--- src/rtl/peak_search_ctrl_if.sv ---
// Stream bundle for the peak search controller: metric input stream and
// {peak_metric, peak_index} report output stream.
interface peak_search_ctrl_if #(
  parameter int IN_DW      = 32,
  parameter int SEARCH_LEN = 4096
);
  localparam int IW = $clog2(SEARCH_LEN);

  logic [IN_DW-1:0]    s_axis_in_tdata;
  logic                s_axis_in_tvalid;
  logic [IN_DW+IW-1:0] m_axis_out_tdata;
  logic                m_axis_out_tvalid;
  logic                m_axis_out_tready;

  // master: metric source and report sink; slave: the controller itself
  modport master (
    output s_axis_in_tdata, s_axis_in_tvalid, m_axis_out_tready,
    input  m_axis_out_tdata, m_axis_out_tvalid
  );
  modport slave (
    input  s_axis_in_tdata, s_axis_in_tvalid, m_axis_out_tready,
    output m_axis_out_tdata, m_axis_out_tvalid
  );
endinterface

--- src/rtl/peak_search_ctrl.sv ---
// Sequencer around the sync-metric peak detector: flush, warm-up, bounded search,
// hold-off refinement to the local maximum, and {metric, index} reporting.
module peak_search_ctrl #(
  parameter int IN_DW       = 32,
  parameter int WINDOW_LEN  = 8,
  parameter int SEARCH_LEN  = 4096,
  parameter int HOLDOFF_LEN = 64,
  parameter int CONTINUOUS  = 0
) (
  input  logic clk_i,
  input  logic reset_i,
  input  logic start_i,
  input  logic abort_i,
  input  logic peak_detected_i,
  output logic det_reset_no,
  output logic busy_o,
  output logic timeout_o,
  peak_search_ctrl_if.slave bus
);
  localparam int IW = $clog2(SEARCH_LEN);
  localparam int WW = $clog2(WINDOW_LEN + 1) + 1;
  localparam int HW = $clog2(HOLDOFF_LEN) + 1;

  typedef enum logic [2:0] {IDLE, FLUSH, WARMUP, SEARCH, HOLDOFF, REPORT} state_t;

  state_t           state;
  logic [IN_DW-1:0] d_metric;
  logic [IN_DW-1:0] best_metric;
  logic [IW-1:0]    idx;
  logic [IW-1:0]    d_idx;
  logic [IW-1:0]    best_idx;
  logic             flush_cnt;
  logic [WW-1:0]    warm_cnt;
  logic [HW-1:0]    hold_cnt;

  logic             beat;
  logic             idx_last;
  logic [IW-1:0]    idx_nxt;
  logic             upd;
  logic [IN_DW-1:0] nb_metric;
  logic [IW-1:0]    nb_idx;

  always_comb begin
    beat      = bus.s_axis_in_tvalid;
    idx_last  = (idx == IW'(SEARCH_LEN - 1));
    idx_nxt   = idx_last ? '0 : idx + 1'b1;
    // strict compare keeps the earliest index on ties
    upd       = (d_metric > best_metric);
    nb_metric = upd ? d_metric : best_metric;
    nb_idx    = upd ? d_idx : best_idx;
  end

  always_ff @(posedge clk_i) begin
    if (reset_i) begin
      state                 <= IDLE;
      det_reset_no          <= 1'b0;
      busy_o                <= 1'b0;
      timeout_o             <= 1'b0;
      bus.m_axis_out_tvalid <= 1'b0;
      bus.m_axis_out_tdata  <= '0;
      d_metric              <= '0;
      d_idx                 <= '0;
      best_metric           <= '0;
      best_idx              <= '0;
      idx                   <= '0;
      flush_cnt             <= 1'b0;
      warm_cnt              <= '0;
      hold_cnt              <= '0;
    end else if (abort_i) begin
      state                 <= IDLE;
      det_reset_no          <= 1'b0;
      busy_o                <= 1'b0;
      timeout_o             <= 1'b0;
      bus.m_axis_out_tvalid <= 1'b0;
    end else begin
      timeout_o <= 1'b0;
      // one-beat delay so the sample lines up with the detector flag
      if (beat) begin
        d_metric <= bus.s_axis_in_tdata;
        d_idx    <= idx;
      end
      case (state)
        IDLE: begin
          det_reset_no <= 1'b0;
          if (start_i) begin
            state     <= FLUSH;
            busy_o    <= 1'b1;
            flush_cnt <= 1'b0;
            idx       <= '0;
          end
        end
        FLUSH: begin
          if (flush_cnt) begin
            det_reset_no <= 1'b1;
            warm_cnt     <= '0;
            state        <= WARMUP;
          end else begin
            flush_cnt <= 1'b1;
          end
        end
        WARMUP: begin
          if (beat) begin
            if (warm_cnt == WW'(WINDOW_LEN)) begin
              idx   <= '0;
              state <= SEARCH;
            end else begin
              warm_cnt <= warm_cnt + 1'b1;
            end
          end
        end
        SEARCH: begin
          if (beat) begin
            idx <= idx_nxt;
            if (peak_detected_i) begin
              best_metric <= d_metric;
              best_idx    <= d_idx;
              hold_cnt    <= '0;
              state       <= HOLDOFF;
            end else if (idx_last) begin
              timeout_o    <= 1'b1;
              det_reset_no <= 1'b0;
              busy_o       <= 1'b0;
              state        <= IDLE;
            end
          end
        end
        HOLDOFF: begin
          if (beat) begin
            idx         <= idx_nxt;
            best_metric <= nb_metric;
            best_idx    <= nb_idx;
            hold_cnt    <= hold_cnt + 1'b1;
            // report carries this beat's refinement, so load from the next-best values
            if (hold_cnt == HW'(HOLDOFF_LEN - 1) || idx_last) begin
              bus.m_axis_out_tvalid <= 1'b1;
              bus.m_axis_out_tdata  <= {nb_metric, nb_idx};
              state                 <= REPORT;
            end
          end
        end
        REPORT: begin
          if (beat) begin
            idx <= idx_nxt;
          end
          if (bus.m_axis_out_tready) begin
            bus.m_axis_out_tvalid <= 1'b0;
            if (CONTINUOUS != 0) begin
              state <= SEARCH;
            end else begin
              det_reset_no <= 1'b0;
              busy_o       <= 1'b0;
              state        <= IDLE;
            end
          end
        end
        default: begin
          state <= IDLE;
        end
      endcase
    end
  end
endmodule

--- src/flat_wrapper.sv ---
// flat-port wrapper written by rule: the top's interface ports become plain ports
module peak_search_ctrl_flat 
#(
  parameter int IN_DW       = 32,
  parameter int WINDOW_LEN  = 8,
  parameter int SEARCH_LEN  = 4096,
  parameter int HOLDOFF_LEN = 64,
  parameter int CONTINUOUS  = 0
)
  (clk_i, reset_i, start_i, abort_i, peak_detected_i, det_reset_no, busy_o, timeout_o, bus_s_axis_in_tdata, bus_s_axis_in_tvalid, bus_m_axis_out_tready, bus_m_axis_out_tdata, bus_m_axis_out_tvalid);
  peak_search_ctrl_if #(.IN_DW(IN_DW), .SEARCH_LEN(SEARCH_LEN)) bus_i ();
  input  logic clk_i;
  input  logic reset_i;
  input  logic start_i;
  input  logic abort_i;
  input  logic peak_detected_i;
  output logic det_reset_no;
  output logic busy_o;
  output logic timeout_o;
  input wire logic [$bits(bus_i.s_axis_in_tdata)-1:0] bus_s_axis_in_tdata;
  input wire logic [$bits(bus_i.s_axis_in_tvalid)-1:0] bus_s_axis_in_tvalid;
  input wire logic [$bits(bus_i.m_axis_out_tready)-1:0] bus_m_axis_out_tready;
  output wire logic [$bits(bus_i.m_axis_out_tdata)-1:0] bus_m_axis_out_tdata;
  output wire logic [$bits(bus_i.m_axis_out_tvalid)-1:0] bus_m_axis_out_tvalid;
  assign bus_i.s_axis_in_tdata = bus_s_axis_in_tdata;
  assign bus_i.s_axis_in_tvalid = bus_s_axis_in_tvalid;
  assign bus_i.m_axis_out_tready = bus_m_axis_out_tready;
  assign bus_m_axis_out_tdata = bus_i.m_axis_out_tdata;
  assign bus_m_axis_out_tvalid = bus_i.m_axis_out_tvalid;
  peak_search_ctrl #(.IN_DW(IN_DW), .WINDOW_LEN(WINDOW_LEN), .SEARCH_LEN(SEARCH_LEN), .HOLDOFF_LEN(HOLDOFF_LEN), .CONTINUOUS(CONTINUOUS)) u_core (.clk_i(clk_i), .reset_i(reset_i), .start_i(start_i), .abort_i(abort_i), .peak_detected_i(peak_detected_i), .det_reset_no(det_reset_no), .busy_o(busy_o), .timeout_o(timeout_o), .bus(bus_i));
endmodule
--- config.mk ---
export PLATFORM = sky130hd
export DESIGN_NAME = peak_search_ctrl_flat
export DESIGN_NICKNAME = d
export VERILOG_FILES = /design/src/rtl/peak_search_ctrl_if.sv /design/src/rtl/peak_search_ctrl.sv /design/src/flat_wrapper.sv
export SDC_FILE = /design/constraint.sdc
export NUM_CORES = 1
export LEC_CHECK = 0
export ABC_CLOCK_PERIOD_IN_PS = 2470
export CORE_MARGIN = 3
export CORE_UTILIZATION = 51
export DETAILED_ROUTE_END_ITERATION = 7
export PLACE_DENSITY = 0.73
export SLEW_MARGIN = 20
export SYNTH_ARGS = -nofsm -noshare
export SYNTH_HDL_FRONTEND = slang
export SYNTH_SLANG_ARGS = --single-unit
--- constraint.sdc ---
create_clock -name clk_i -period 2.47 [get_ports clk_i]
set_input_delay 0.247 -clock clk_i [delete_from_list [all_inputs] [get_ports clk_i]]
set_output_delay 0.247 -clock clk_i [all_outputs]
set_load 0.02 [all_outputs]
# Yosys cells after proc, flatten, opt, wreduce, memory -nomap -nowiden
# Cells that the tools add are included.
[word_totals]
register_bits = 164
inputBits = 39
output_inout_bits = 48
elab_cells = 114
[classes]
add_sub_neg = 3
magnitude_cmp = 1
n_eq_ne = 22
muxes = 49
n_bitwise = 3
n_reduce_logical = 22
[op_table]
columns = ["op", "n"]
rows = [
  ["32-bit two-way mux", 4],
  ["12-bit two-way mux", 9],
  ["32-bit one-hot mux with 2 select lines", 1],
  ["12-bit one-hot mux with 3 select lines", 1],
  ["32-bit greater-than comparator", 1],
  ["3-bit two-way mux", 10],
  ["12-bit one-hot mux with 2 select lines", 1],
  ["7-bit two-way mux", 3],
  ["3-bit one-hot mux with 6 select lines", 1],
  ["6-bit AND reduction", 3],
  ["2-bit != test (second input constant)", 8],
  ["5-bit two-way mux", 3],
  ["7-bit one-hot mux with 2 select lines", 1],
  ["12-bit by 1-bit adder with 12-bit output (second input constant)", 1],
  ["12-bit equality test (second input constant)", 1],
  ["1-bit two-way mux", 10],
  ["2-bit by 1-bit != test with 1-bit output (second input constant)", 5],
  ["5-bit one-hot mux with 2 select lines", 1],
  ["5-bit AND reduction", 2],
  ["9-bit AND reduction", 1],
  ["4-bit AND reduction", 2],
  ["2-bit nonzero test", 4],
  ["7-bit by 1-bit adder with 7-bit output (second input constant)", 1],
  ["7-bit by 6-bit equality test with 1-bit output (second input constant)", 1],
  ["other kinds (19)", 25],
]

# Longest topological paths before layout
# Gate-level depths: netlist of run 1.
[logic_depth]
ltp_word = 5
depth_mapped = 11

# Worst setup path before layout of run 1
# No wires, ideal clock.
[synth_path]
kind = "register -> register"
start = "register u_core.best_metric[1]"
end = "register u_core.best_idx[0]"
setup_ps = 118
arrival_time_ps = 2352
required_ps = 2352
setup_slack_ps = -1
path_stages_with_launch = 12
path_buffers = 2
path_cell_list = "dfxtp_1 -> inv_1 -> ha_1 -> nor2b_4 -> o211ai_2 -> a2111oi_1 -> or4b_1 -> and3_1 -> o41a_1 -> buf_6 -> buf_12 -> mux2i_1"
[synth_via]
elab_chain_cells = 4
[synth_lines]
columns = ["element", "line", "text"]
rows = [
  ["start, declared", "peak_search_ctrl.sv:28", "logic [IN_DW-1:0] best_metric;"],
  ["start signal, assigned", "peak_search_ctrl.sv:115", "best_metric <= d_metric;"],
  ["start signal, assigned", "peak_search_ctrl.sv:130", "best_metric <= nb_metric;"],
  ["32-bit greater-than comparator", "peak_search_ctrl.sv:48", "upd = (d_metric > best_metric);"],
  ["12-bit two-way mux", "peak_search_ctrl.sv:50", "nb_idx = upd ? d_idx : best_idx;"],
  ["12-bit two-way mux", "peak_search_ctrl.sv:128", "if (beat) begin"],
  ["12-bit one-hot mux with 2 select lines", "peak_search_ctrl.sv:82", "case (state)"],
  ["end signal, assigned", "peak_search_ctrl.sv:116", "best_idx <= d_idx;"],
  ["end signal, assigned", "peak_search_ctrl.sv:131", "best_idx <= nb_idx;"],
  ["end, declared", "peak_search_ctrl.sv:31", "logic [IW-1:0] best_idx;"],
]
# Every way passes these cells. The select of a mux whose other input is x is not followed.
# A chain may end at the register's enable or synchronous reset.

# Final worst setup path of run 1
[layout_path]
start = "register u_core.best_metric[6]"
end = "register u_core.best_metric[19]"
[layout_via]
elab_chain_cells = 4
[layout_lines]
columns = ["element", "line", "text"]
rows = [
  ["32-bit greater-than comparator", "peak_search_ctrl.sv:48", ""],
  ["32-bit two-way mux", "peak_search_ctrl.sv:49", "nb_metric = upd ? d_metric : best_metric;"],
  ["32-bit two-way mux", "peak_search_ctrl.sv:128", ""],
  ["32-bit one-hot mux with 2 select lines", "peak_search_ctrl.sv:82", ""],
]
# Every way passes these cells. The select of a mux whose other input is x is not followed.

==> flow_metrics.tcl, run 1 <==
set metrics [dict create \
    first_iter_violations 484 \
    synthAdderAreaFrac_pct 5.96 \
    wl_met3_um 1030 \
    io_pins 87 \
    vias 6793 \
    fin_ws_ns -0.281 \
    rsz0062_at_grt "yes" \
    cp.required_ns 2.82 \
    ys.flop_type "dfxtp_1" \
    tightestPinTransition_ns 0.525 \
    fin_util_pct 74.5 \
    place_ws_ns -0.187 \
    wl_met2_um 10700 \
    whs_ns 0.221 \
    synth_xor_area_share_pct 1.97 \
    power.total_mw 6.63 \
    grt_pass1_vias 6664 \
    fmax_mhz 364 \
    end_kind "flop" \
    drc 0 \
    final_layout_size_suffix_gt1_share_pct 23.3 \
    drt_wl_total_um 21200 \
    numPortBuffers 86 \
    cts_sinks 164 \
    synthSimpleGateAreaFrac_pct 17.1 \
    stdcell_count 1207 \
    gp_congestion 0.861 \
    synth_area_leader_cell "dfxtp_1" \
    layout_common_cells "200 x nand2_1, 143 x dfxtp_1, 88 x buf_4, 85 x clkdlybuf4s50_1, 71 x mux2i_1" \
    final_area_mm2 0.0106 \
    synth_top_area_share_pct 43.5 \
    async_reset_ff_share_pct 0 \
    synth_edf_count 0 \
    final_common_cell "nand2_1" \
    first_pass_iters 5 \
    die-width_um 128 \
    dp.cells 1158 \
    m1WireLength_um 9120 \
    grt_pass1_wl_um 32600 \
    clk_pin_slew_ns 0.06 \
    clock_path_buffers 2 \
    synth_cells 847 \
    dr.max_layer_used "met4" \
    peakVddDrop_uv 498 \
    leakage_nw 3.85 \
    tns_ns -18.02 \
    num_rows 43 \
    initial_core_util_pct 53.2 \
    antenna_cells 0 \
    cts-hold-fix-buffers 0 \
    grt_max_degree 45 \
    slew_headroom_pct 64.8 \
    die_y_um 128 \
    numCtsBuffers 17 \
    hold_viol 0 \
    synth_cell_types 57 \
    crit_fanout 10 \
    ys_warn_count 0 \
    nets 1089 \
    path_class "flop to flop" \
    wl_per_cell_um 17.6 \
    core_area_mm2 0.0142 \
    globalRoute.totalOverflow 0 \
    synth-compound-area-share_pct 13.9 \
    antenna_left 0 \
    maxCapViolCount 0 \
    syn_area_mm2 0.00756 \
    ys_ff_latch 164 \
    fin_skew_ns 0.0104 \
    cts_tree "built" \
    syn_area_per_cell_um2 8.92 \
    finalSetupViolCount 88 \
    muxShareOfSynthArea_pct 12.1 \
    hold_path.class "primary input to flop" \
    h-tree-depth 4 \
    place_area_mm2 0.00919 \
    areaGrowthSynthToFinish_pct 40.0 \
    synth_top_family_by_area "simple AND/OR/NAND/NOR gates" \
    p_per_area_mw_per_mm2 627 \
    seq_area_frac_synth_pct 43.5 \
    antenna_found_initial 0 \
    place_hpwl_um 11900 \
    finalCriticalPeriod_ns 2.75 \
    cp-start-kind "flop" \
    synth_fp_nets 922 \
    cts-root-buf "clkbuf_16" \
    clk_latency_ns 0.43 \
    crit_arrival_ns 3.10 \
    status "finished, violations left" \
    grt.total_usage_pct 24.7 \
    fin_crit_sh_pct 111 \
    synth.area.top_cells "dfxtp_1 43%, mux2i_1 12%, nand2_1 9.9%" \
    violations "setup timing" \
    finalMaxSlewViolations 0 \
    vias_per_cell 5.63 \
    dieArea_mm2 0.0163 \
]
==> path summary, 6_finish.rpt <==
| path | start | endpoint | slack [ns] | cells after the start |
|---|---|---|---|---|
| setup reg to reg | u_core.best_metric[6] | u_core.best_metric[19] | -0.28 | 10 |
| hold / removal | reset_i | u_core.flush_cnt | 0.22 | 2 |
| hold reg to reg | u_core.bus.m_axis_out_tdata[19] | u_core.bus.m_axis_out_tdata[19] | 0.46 | 1 |
| setup / recovery | u_core.best_metric[6] | u_core.best_metric[19] | -0.28 | 10 |
==> Yosys cell counts (2+ instances only) <==
master and n:
nand2_1 200, dfxtp_1 164, mux2i_1 91, a21oi_1 69, o2bb2ai_1 44, inv_1 41
ha_1 36, clkbuf_1 35, nor2_1 34, nand4_1 15, xor2_1 13, o21ai_0 12
nand3_1 10, and3_1 5, buf_4 5, nor2b_1 5, nor3_1 5, buf_12 4
or3_1 4, xnor2_1 4, a211oi_1 3, nand2b_1 3, o31a_1 3, a21o_1 2
a22oi_1 2, a311oi_1 2, nor4_1 2, o211ai_1 2, o21ai_1 2, or2_2 2
or4_1 2
==> sequential cells by signal, summed over array words and instances (netlist names), 3 cells and up <==
signal and cells:
u_core.bus.m_axis_out_tdata 44, u_core.best_metric 32, u_core.d_metric 32, u_core.best_idx 12
u_core.d_idx 12, u_core.idx 12, u_core.hold_cnt 7, u_core.warm_cnt 5
u_core.state 3
==> cell families after synthesis <==
logic type | Yosys count
AOI/OAI and AO/OA | 155
xor gates and xnor gates | 17
adders and majority gates | 36
buffers and inverters | 88
DFF | 164
muxes | 91
and+or+nand+nor | 296
==> area by class of cell <==
class / count / area (um^2)
multi-input cells: 595 / 4320
fillers: 963 / 3630
flip-flops and latches: 164 / 3310
repair buffers: 195 / 1960
clock buffers: 23 / 488
well taps: 180 / 225
inverters: 41 / 154
clock inverters: 9 / 125
==> what timing repair did <==
item | 4_1_cts | 5_1_grt
cloned | 3 | 3
pin swaps | 15 | 0
setup endpoints to repair | 88 | 91
buffers inserted | 8 | 3
resized for setup | 70 | 28
hold endpoints to repair | 0 | 0
==> power breakdown <==
part	internal (mW)	switching (mW)
Sequential	2.67	0.0324
Combinational	0.625	0.545
Clock	1.69	1.07
==> layer usage <==
layer  GRT usage (%)  vias up
met5               0        -
met4            6.74        0
met3            5.00       39
met2            42.7      222
met1            31.4     3266
li1                -     3266
==> critical path: stages, from the launching register on <==
cell and delay, ns:
dfxtp_2 0.34, inv_1 0.05, ha_1 0.33, nand4_1 0.18, buf_4 0.14, a2111oi_2 0.05
or4b_4 0.53, and3_4 0.21, o41a_4 0.46, clkbuf_16 0.22, mux2i_1 0.17
No activity file was read; power rests on OpenSTA's default activity.
==> run 2, diff against run 1 <==
Settings changed: TNS_END_PERCENT from default to 10.
==> flow_metrics.tcl, run 2 (same netlist as run 1, synthesis figures left out) <==
set metrics [dict create \
    reg.largest.list "u_core.bus.m_axis_out_tdata: 44 flops, u_core.best_metric: 32 flops, u_core.d_metric: 32 flops" \
    cts-root-buf "clkbuf_16" \
    finalCriticalPeriod_ns 2.67 \
    clk_pin_slew_ns 0.06 \
    leakage_nw 3.80 \
    fin_crit_sh_pct 108 \
    initial_core_util_pct 53.2 \
    finalMaxSlewViolations 0 \
    place_area_mm2 0.00923 \
    fin_util_pct 72.5 \
    clk_latency_ns 0.42 \
    fin_skew_ns 0.00733 \
    final_area_mm2 0.0103 \
    seqPwrFrac_pct 41.3 \
    end_kind "flop" \
    tightestPinTransition_ns 0.631 \
    grt.total_usage_pct 23.4 \
    final_layout_size_suffix_gt1_share_pct 20.2 \
    numPortBuffers 86 \
    nets 1088 \
    fill_cells 1024 \
    place_hpwl_um 12100 \
    m1WireLength_um 8530 \
    slew_headroom_pct 57.9 \
    h-tree-depth 4 \
    switching_share_pct 24.1 \
    hold_viol 0 \
    violations "setup timing" \
    crit_fanout 8 \
    p_per_area_mw_per_mm2 634 \
    comb_power_share_pct 14.9 \
    hold_path.class "primary input to flop" \
    gp_congestion 0.874 \
    core_area_mm2 0.0142 \
    grt_pass1_vias 6589 \
    cts_tree "built" \
    antenna_cells 0 \
    max_flop_register "u_core.bus.m_axis_out_tdata" \
    clock_path_buffers 2 \
    whs_ns 0.121 \
    wl_per_cell_um 15.9 \
    grt_pass1_wl_um 31200 \
    dieArea_mm2 0.0163 \
    clkPwrFrac_pct 43.8 \
    drt_wl_total_um 19200 \
    finalSetupViolCount 88 \
    dr.max_layer_used "met4" \
    first_iter_violations 432 \
    cts-hold-fix-buffers 0 \
    maxCapViolCount 0 \
    largest_register_ffs 44 \
    dp.cells 1164 \
    die_y_um 128 \
    numCtsBuffers 17 \
    peakVddDrop_uv 464 \
    cts_sinks 164 \
    io_pins 87 \
    wl_met2_um 9420 \
    status "finished, violations left" \
    cp-start-kind "flop" \
    internal_power_mw 4.96 \
    grt_max_degree 61 \
    cp.required_ns 2.77 \
    switchingPower_mw 1.57 \
    vias 6631 \
    crit_arrival_ns 2.97 \
    globalRoute.totalOverflow 0 \
    path_class "flop to flop" \
    antenna_found_initial 0 \
    layout_common_cells "200 x nand2_1, 152 x dfxtp_1, 93 x buf_4, 85 x clkdlybuf4s50_1, 81 x mux2i_1" \
    drc 0 \
    vias_per_cell 5.50 \
    place_ws_ns -0.171 \
    final_common_cell "nand2_1" \
    antenna_left 0 \
    areaGrowthSynthToFinish_pct 36.2 \
    wl_met3_um 897 \
    fin_ws_ns -0.198 \
    die-width_um 128 \
    first_pass_iters 5 \
    stdcell_count 1206 \
    rsz0062_at_grt "yes" \
    fmax_mhz 375 \
    num_rows 43 \
]
## run 2: cell count changes in the layout (fill, tap and decap cells not counted), moves of 5 or more
cell     before  now
mux2i_1      71   81
buf_4        88   93
ha_1         17   24
dfxtp_1     143  152
mux2i_2      15    8
ha_4         19   12
dfxtp_2      21   12
## run 2: final timing paths
| path | startpoint | to | slack [ns] | depth (start not counted) |
|---|---|---|---|---|
| max reg2reg | u_core.d_metric[13] | u_core.bus.m_axis_out_tdata[12] | -0.20 | 11 |
| min reg2reg | u_core.best_idx[1] | u_core.best_idx[1] | 0.45 | 2 |
| min | reset_i | u_core.d_idx[10] | 0.12 | 2 |
| max | u_core.d_metric[13] | u_core.bus.m_axis_out_tdata[12] | -0.20 | 11 |
## run 2: worst max-delay path, stage by stage (launching register included)
cell	delay, ns
dfxtp_1	0.38
ha_4	0.22
nand4_1	0.20
buf_4	0.16
a2111oi_2	0.03
or4b_4	0.56
buf_6	0.14
a31oi_4	0.23
buf_6	0.17
buf_12	0.14
mux2i_1	0.21
o2bb2ai_1	0.10
## run 2: timing repair
item	CTS	global route
gates resized for setup	35	28
pin swaps	6	11
hold endpoints to repair	0	0
buffers inserted	4	4
endpoints found under the setup margin	88	88
gates cloned	0	1
## run 2: final cells by class
type	instances	area [um^2]	share of cell area, %
multi-input cells	595	4150	40.3
flip-flops and latches	164	3300	32.0
repair buffers	194	1820	17.7
clock buffers	20	467	4.53
well taps	180	225	2.19
clock inverters	12	176	1.71
inverters	41	154	1.50
## run 2: layer usage
| metal | global-route usage, % | vias up |
|---|---|---|
| met4 | 7.99 | 0 |
| met5 | 0 | - |
| met2 | 40.0 | 159 |
| met3 | 5.67 | 32 |
| met1 | 28.9 | 3178 |
| li1 | - | 3262 |
## run 2: metrics by stage
step | power (mW) | setup TNS, ns
6_report | 6.53 | -13.02
4_1_cts | 6.44 | -7.50
2_1_floorplan | 3.21 | -0.0239
3_5_place_dp | 3.54 | -11.08
5_1_grt | 6.74 | -21.02
3_3_place_gp | 3.53 | -9.97
## run 2: power by group through the flow
stage | registers (mW) | clock network, mW | logic (mW)
global route | 2.70 | 3.00 | 1.04
floorplan | 2.76 | 0 | 0.453
global placement | 2.75 | 0 | 0.778
detailed placement | 2.75 | 0 | 0.787
CTS | 2.70 | 2.89 | 0.856
finish | 2.70 | 2.86 | 0.973
